==> config.mk <==
export PLATFORM = sky130hd
export DESIGN_NAME = pipe_skid_reg
export DESIGN_NICKNAME = d
export VERILOG_FILES = /design/src/rtl/cotm32_pipeline_pkg.sv /design/src/rtl/sat_counter.sv /design/src/rtl/pipe_skid_reg.sv
export SDC_FILE = /design/constraint.sdc
export NUM_CORES = 1
export LEC_CHECK = 0
export CAP_MARGIN = 20
export CORE_MARGIN = 1.5
export CORE_UTILIZATION = 46
export CTS_CLUSTER_SIZE = 40
export DETAILED_ROUTE_END_ITERATION = 8
export PLACE_DENSITY = 0.79
export REMOVE_ABC_BUFFERS = 1
export SETUP_SLACK_MARGIN = 0.1
export SLEW_MARGIN = 20
export SYNTH_ARGS = -nofsm -noshare
export SYNTH_HDL_FRONTEND = slang
export SYNTH_HIERARCHICAL = 1
export SYNTH_SLANG_ARGS = --single-unit
==> constraint.sdc <==
create_clock -name i_clk -period 1.8 [get_ports i_clk]
set_clock_uncertainty 0.05 [all_clocks]
set_input_delay 0.27 -clock i_clk [delete_from_list [all_inputs] [get_ports i_clk]]
set_output_delay 0.27 -clock i_clk [all_outputs]
set_load 0.02 [all_outputs]
==> src/rtl/cotm32_pipeline_pkg.sv <==
// Shared constants and types for cotm32 pipeline stage boundaries.
package cotm32_pipeline_pkg;

  localparam logic [31:0] INST_NOP = 32'h0000_0013;

  typedef enum logic [1:0] {
    EMPTY = 2'd0,
    ONE   = 2'd1,
    TWO   = 2'd2
  } pipe_occ_e;

endpackage

==> src/rtl/sat_counter.sv <==
// Saturating up-counter with synchronous active-high reset.
module sat_counter #(
  parameter int unsigned W = 16
) (
  input  logic         clk_i,
  input  logic         rst_i,
  input  logic         inc_i,
  output logic [W-1:0] count_o
);

  logic [W-1:0] count_q;

  always_ff @(posedge clk_i) begin
    if (rst_i) begin
      count_q <= '0;
    end else if (inc_i && (count_q != '1)) begin
      count_q <= count_q + W'(1);
    end
  end

  assign count_o = count_q;

endmodule

==> src/rtl/pipe_skid_reg.sv <==
// Parametrised valid/ready pipeline stage register, optional two-entry skid,
// flush with NOP injection, occupancy and saturating back-pressure counter.
module pipe_skid_reg
  import cotm32_pipeline_pkg::*;
#(
  parameter int unsigned          DATA_W   = 32,
  parameter logic [DATA_W-1:0]    NOP_DATA = DATA_W'(INST_NOP),
  parameter bit                   SKID     = 1'b1,
  parameter int unsigned          CNT_W    = 16
) (
  input  logic              i_clk,
  input  logic              i_rst,
  input  logic              i_flush,
  input  logic              i_valid,
  output logic              o_ready,
  input  logic [DATA_W-1:0] i_data,
  output logic              o_valid,
  input  logic              i_ready,
  output logic [DATA_W-1:0] o_data,
  output logic [1:0]        o_occupancy,
  output logic [CNT_W-1:0]  o_bp_cnt
);

  logic              valid_w;
  logic              ready_w;
  logic [DATA_W-1:0] data_w;
  logic [1:0]        occ_w;

  if (SKID) begin : g_skid
    pipe_occ_e         occ_q, occ_d;
    logic [DATA_W-1:0] main_q, main_d;
    logic [DATA_W-1:0] skid_q, skid_d;
    logic              ready_q;
    logic              push, pop;

    assign push = i_valid && ready_q;
    assign pop  = (occ_q != EMPTY) && i_ready;

    always_comb begin
      occ_d  = occ_q;
      main_d = main_q;
      skid_d = skid_q;
      unique case (occ_q)
        EMPTY: begin
          if (push) begin
            occ_d  = ONE;
            main_d = i_data;
          end
        end
        ONE: begin
          if (push && pop) begin
            main_d = i_data;
          end else if (push) begin
            occ_d  = TWO;
            skid_d = i_data;
          end else if (pop) begin
            occ_d  = EMPTY;
            main_d = NOP_DATA;
          end
        end
        TWO: begin
          if (pop) begin
            occ_d  = ONE;
            main_d = skid_q;
            skid_d = NOP_DATA;
          end
        end
        default: begin
          occ_d  = EMPTY;
          main_d = NOP_DATA;
          skid_d = NOP_DATA;
        end
      endcase
    end

    // ready is registered from the next state so i_ready never reaches o_ready
    always_ff @(posedge i_clk) begin
      if (i_rst || i_flush) begin
        occ_q   <= EMPTY;
        main_q  <= NOP_DATA;
        skid_q  <= NOP_DATA;
        ready_q <= 1'b1;
      end else begin
        occ_q   <= occ_d;
        main_q  <= main_d;
        skid_q  <= skid_d;
        ready_q <= (occ_d != TWO);
      end
    end

    assign valid_w = (occ_q != EMPTY);
    assign ready_w = ready_q;
    assign data_w  = main_q;
    assign occ_w   = occ_q;
  end else begin : g_single
    logic              valid_q;
    logic [DATA_W-1:0] main_q;
    logic              push, pop;

    assign ready_w = !valid_q || i_ready;
    assign push    = i_valid && ready_w;
    assign pop     = valid_q && i_ready;

    always_ff @(posedge i_clk) begin
      if (i_rst || i_flush) begin
        valid_q <= 1'b0;
        main_q  <= NOP_DATA;
      end else if (push) begin
        valid_q <= 1'b1;
        main_q  <= i_data;
      end else if (pop) begin
        valid_q <= 1'b0;
        main_q  <= NOP_DATA;
      end
    end

    assign valid_w = valid_q;
    assign data_w  = main_q;
    assign occ_w   = valid_q ? ONE : EMPTY;
  end

  sat_counter #(
    .W (CNT_W)
  ) u_bp_cnt (
    .clk_i   (i_clk),
    .rst_i   (i_rst),
    .inc_i   (valid_w && !i_ready),
    .count_o (o_bp_cnt)
  );

  assign o_valid     = valid_w;
  assign o_ready     = ready_w;
  assign o_data      = data_w;
  assign o_occupancy = occ_w;

endmodule
==> flow_summary.ini, run 1 <==
[drt]
drt_iter0_drc = 217
drc = 0
vias_per_cell = 5.70
dr.pass1.iters = 4
ant_nets = 0
vias = 3837
avgRoutedWirePerCell_um = 16.7
drt_wl_total_um = 11300

[grt]
grtUsageTotal_pct = 21.6
antenna_found_initial = 0
grt_max_degree = 39
overflow = 0
grt_pass1_vias = 3581
grt_pass1_wl_um = 17300

[setup_path]
crit_path_end_kind = register
worst_ep_arrival_time_ps = 1930
criticalPathCategory = reg2reg
crit_family = simple AND/OR/NAND/NOR gates
path_cells = and4_1 > nand2_2 > buf_4 > or4_1 > a21oi_2
cp-start-kind = register
crit_slowest_cell = or4_1
critPathBufInv = 1
critPathRequiredTime_ps = 2040
cp_slowest_stage_delay_ps = 510
cp_max_fo = 7

[yosys]
synth_top_area_share_pct = 38.8
async_flop_share_pct = 0
synth-seq-cells = 83
synth_edf_count = 0
yosys_warnings = 6
ys.flop_type = dfxtp_1
seq_area_frac_synth_pct = 38.8
avgSynthCellArea_um2 = 9.41
yosysUniqueCellTypes = 52
synth_top_area_cell = dfxtp_1
synth_area_um2 = 4280
netlist_top_cells_area = dfxtp_1 39%, mux2i_1 14%, nor2_1 6.2%, o2bb2ai_1 5.9%, and2_1 4.2%
synthCells = 455

[sta]
fmax_ghz = 0.590
hold_violations = 0
fin_crit_sh_pct = 94.1
slew_headroom_pct = 70.9
final.setup.worst_slack_ps = 105
timing.setup.tns_ps = 0
worstMarginPinSlew_ps = 434
slew_violations = 0
rsz0062_at_grt = true
period_minus_slack_ps = 1690
finalSetupViolCount = 0

[placement]
place_inst = 650
gp_congestion = 0.820
dp_hpwl_um = 6940
portBuffers = 88
pre_cts_ws_ps = -249

[cells_and_area]
nFillCells = 734
drive_above_1_share_pct = 18.9
syn2layout_area_growth_pct = 34.4
diodes = 0
fin_cells = 673
fin_nets = 595

[power_and_ir_drop]
peakVddDrop_v = 0.000455
power.internal_uw = 2820
p_leak_uw = 0.00221
switching_power_uw = 1090
p_seq_share_pct = 48.3
combPwrFrac_pct = 16.4
power_density_nw_per_um2 = 679
netSwitchingFraction_pct = 27.9
clock_power_share_pct = 35.3

[outcome]
status = completed

[floorplan]
coreArea_um2 = 9110
io_pins = 89
initial_utilization_pct = 47.0
die_y_um = 99.5
rows = 35
die_area_um2 = 9900
die_w_um = 99.5

[cts]
cts_hold_buf = 0
cts_max_level = 3
clockRootBuffer = clkbuf_8
cts_sinks = 83
cts_tree = yes
clockBufferDepth = 2
cts_buffers = 9
cts.clk_slew.worst_paths_ps = 90
clkLatencyLatePin_ps = 350

[run]
drv_cap = 0

[worst_hold_path]
min_path_type = in2reg
-- final cells by class --
type / instances / area, µm² / share of cell area [%]
sequential: 83 / 1700 / 29.5
inverter: 5 / 18.8 / 0.326
clock inverter: 7 / 73.8 / 1.28
multi-input combinational: 333 / 2460 / 42.8
timing repair buffer: 125 / 1240 / 21.6
tap: 111 / 139 / 2.41
clock buffer: 9 / 124 / 2.15
-- worst min-delay path, delay by kind of cell --
kind                   cells  cell delay (ps)
AO/OA/AOI/OAI              1              130
buffers and inverters      2              370
-- metrics by stage --
step | util [%] | area (µm²) | hold WS (ps) | total power [µW]
floorplan | - | 4020 | 289 | 2250
global placement | 58.8 | 5360 | 400 | 2540
detailed placement | 58.8 | 5360 | 417 | 2550
CTS | 61.2 | 5570 | 440 | 3910
global route | 63.2 | 5750 | 420 | 4060
finish | 63.2 | 5750 | 409 | 3910
-- layout by cell type, fill, tap and decap left out, types with 6 or more instances in the layout --
cell,netlist,routed
nor2_1,71,69
dfxtp_1,83,67
clkdlybuf4s50_1,0,66
mux2i_1,62,62
and2_1,29,29
o2bb2ai_1,29,29
buf_4,7,27
a22oi_1,19,19
a21oi_1,15,13
dlymetal6s2s_1,0,11
a22oi_2,10,10
dfxtp_2,0,10
nand2_1,10,9
clkbuf_8,0,9
dlygate4sd2_1,0,9
o21ai_0,7,7
nor3_1,7,7
nand2b_1,6,6
nand3_1,8,6
dfxtp_4,0,6
o31ai_1,6,6
or4_1,7,6
-- routing by layer --
metal	share of wire (%)	global-route usage (%)	up-vias
met4	1.5	7.48	0
li1	-	-	1859
met3	5.6	4.08	16
met2	48	35.9	111
met5	0	0	-
met1	45	28.1	1851
-- repair_timing --
action | in CTS | in global routing
resized for setup | 28 | 40
pin swaps | 1 | 6
buffers inserted | 0 | 3
endpoints found under the setup margin | 29 | 44
cloned | 0 | 4
endpoints found under the hold margin | 0 | 0
-- logic make-up (layout without fill, tap and decap cells) --
family / Yosys count / after routing / share of synthesized area, %
compound gates: 97 / 100 / 18.1
xor+xnor: 2 / 2 / 0.409
fa+ha+maj: 1 / 1 / 0.292
buf+inv: 42 / 146 / 6.63
flops: 83 / 83 / 38.8
mux: 63 / 63 / 14.8
simple gates: 167 / 167 / 21.0
-- cells in the mapped netlist (7+ instances only) --
library cell   n
dfxtp_1       83
o21ai_0        7
nand3_1        8
nand2_1       10
mux2i_1       62
or4_1          7
clkbuf_1      11
nor2_1        71
and2_1        29
buf_6         11
nor3_1         7
a21oi_1       15
a22oi_2       10
buf_4          7
o2bb2ai_1     29
a22oi_1       19
-- power groups by stage --
stage	Clock (µW)	Combinational, µW	Sequential (µW)
3_3_place_gp	0	602	1940
3_5_place_dp	0	612	1940
6_report	1380	639	1890
5_1_grt	1490	685	1890
4_1_cts	1400	613	1890
2_1_floorplan	0	270	1980
-- flip-flops by register name, summed over array words and instances, names as in the netlist --
name,count
o_ready,1
g_skid.skid_q,32
o_occupancy,2
o_data,32
u_bp_cnt/count_o,16
-- path summary, 6_finish.rpt --
check                       from  cells past startpoint              endpoint  slack (ps)
min                      i_ready                      3               o_ready         410
max reg2reg  u_bp_cnt/count_o[3]                      5  u_bp_cnt/count_o[13]         110
max          u_bp_cnt/count_o[3]                      5  u_bp_cnt/count_o[13]         110
min reg2reg     g_skid.skid_q[4]                      2      g_skid.skid_q[4]         440
(Power assumes the default switching activity.)
==> inputs of run 2 (changes only) <==
- PLACE_DENSITY: 0.79 -> default
- PLACE_DENSITY_LB_ADDON: default -> 0.3
==> flow_summary.ini, run 2 (same netlist as run 1, synthesis figures left out) <==
[grt]
grt_use_met1_pct = 28.5
use_met2_pct = 36.9
overflow = 0
grt.met3_usage_pct = 3.37
top_usage_layer = met2
grt_pass1_wl_um = 17600
grtUsageTotal_pct = 21.8
antenna_found_initial = 0
grt_pass1_vias = 3649
grt_max_degree = 37

[drt]
avgRoutedWirePerCell_um = 15.6
drc = 0
ant_nets = 0
drt_iter0_drc = 144
drt_wl_total_um = 10600
vias_per_cell = 5.55
vias = 3777
dr.pass1.iters = 4

[cts]
clockRootBuffer = clkbuf_8
clkLatencyLatePin_ps = 350
clockBufferDepth = 2
cts.clk_slew.worst_paths_ps = 90
cts_max_level = 3
cts_tree = yes
cts_hold_buf = 0
cts_sinks = 83
cts_buffers = 9

[floorplan]
rows = 35
die_w_um = 99.5
die_area_um2 = 9900
initial_utilization_pct = 47.0
die_y_um = 99.5
coreArea_um2 = 9110
io_pins = 89

[sta]
worstMarginPinSlew_ps = 440
rsz0062_at_grt = true
final.setup.worst_slack_ps = 120
slew_headroom_pct = 70.3
fmax_ghz = 0.595
slew_violations = 0
finalSetupViolCount = 0
fin_crit_sh_pct = 93.3
period_minus_slack_ps = 1680
hold_violations = 0

[setup_path]
cp-start-kind = register
worst_ep_arrival_time_ps = 1920
criticalPathCategory = reg2reg
critPathRequiredTime_ps = 2040
reg2reg_depth = 4
r2r-end = u_bp_cnt/count_o[15]
cp_max_fo = 4
crit-reg2reg-launch = u_bp_cnt/count_o[12]
reg2reg_slack_ps = 120
crit_path_end_kind = register

[power_and_ir_drop]
p_leak_uw = 0.00218
combPwrFrac_pct = 16.3
switching_power_uw = 1010
power_density_nw_per_um2 = 672
netSwitchingFraction_pct = 26.2
power.internal_uw = 2850
p_seq_share_pct = 48.8
clock_power_share_pct = 34.9
power.total_uw = 3870
peakVddDrop_v = 0.000375

[placement]
portBuffers = 88
dp_hpwl_um = 7020
pre_cts_ws_ps = -212
gp_congestion = 0.839
postPlaceCellArea_um2 = 5430

[outcome]
status = completed

[cells_and_area]
syn2layout_area_growth_pct = 34.5
final_common_cell = nor2_1
utilization_pct = 63.2
nFillCells = 761
final_cell_mix = 71 x nor2_1, 70 x dfxtp_1, 66 x clkdlybuf4s50_1, 62 x mux2i_1, 37 x buf_4
drive_above_1_share_pct = 18.8
final_area_um2 = 5760
fin_nets = 603
diodes = 0

[run]
drv_cap = 0

[worst_hold_path]
min_path_type = in2reg
whs_endpoint = o_ready
hold_start = i_ready
holdPathStages = 3
run 2: cell count changes in the layout (fill, tap and decap cells not counted), moves of 3 or more:
cell	previous run	this run
dlygate4sd2_1	9	13
dfxtp_4	6	3
dlymetal6s2s_1	11	8
dfxtp_1	67	70
buf_4	27	37
run 2: worst max-delay path by stage:
stage,from,end,depth (start not counted)
2_1_floorplan,o_occupancy[1],o_data[18],4
3_3_place_gp,i_ready,u_bp_cnt/count_o[6],7
3_5_place_dp,i_ready,g_skid.skid_q[1],7
4_1_cts,u_bp_cnt/count_o[12],u_bp_cnt/count_o[15],4
5_1_grt,u_bp_cnt/count_o[12],u_bp_cnt/count_o[15],4
6_report,u_bp_cnt/count_o[12],u_bp_cnt/count_o[15],4
run 2: metal layers:
layer / part of all wire (%) / wire length, µm
met2: 48 / 5050
met4: 1.2 / 132
met5: 0 / 0
met1: 47 / 4960
met3: 4.3 / 451
run 2: critical path: stages, from the launching register on:
cell and delay, ps:
dfxtp_1 370, nand3_2 130, or4_4 510, or4_4 430, a21oi_2 140
run 2: repair_timing:
item,CTS,global route
buffers inserted,0,4
gates cloned,0,1
pin swaps,0,5
resized for setup,23,30
setup endpoints to repair,26,59
run 2: area by class of cell:
type	count	area [µm²]	area share (%)
flip-flops and latches	83	1690	29.3
clock buffers	12	145	2.52
multi-input cells	330	2390	41.6
clock inverters	4	50.0	0.869
repair buffers	136	1320	23.0
well taps	111	139	2.41
inverters	5	18.8	0.326
run 2: per-stage QoR:
| stage | std cells | TNS [ps] | hold WS (ps) |
|---|---|---|---|
| 3_5_place_dp | 660 | -12390 | 411 |
| 3_3_place_gp | 660 | -10150 | 399 |
| 2_1_floorplan | 418 | -121330 | 289 |
| 5_1_grt | 681 | 0 | 451 |
| 6_report | 681 | 0 | 416 |
| 4_1_cts | 676 | 0 | 433 |
run 2: power by group through the flow:
| stage | sequential (µW) | clock, µW | combinational [µW] |
|---|---|---|---|
| after floorplan | 1980 | 0 | 270 |
| after global placement | 1940 | 0 | 612 |
| after detailed placement | 1940 | 0 | 621 |
| after CTS | 1890 | 1390 | 624 |
| after global routing | 1890 | 1470 | 680 |
| final | 1890 | 1350 | 632 |
==> inputs of run 3 (changes only) <==
- HOLD_SLACK_MARGIN: default -> 0.03
==> results of run 3 <==
No change in the layout: final DEF, timing and power equal those of run 2.
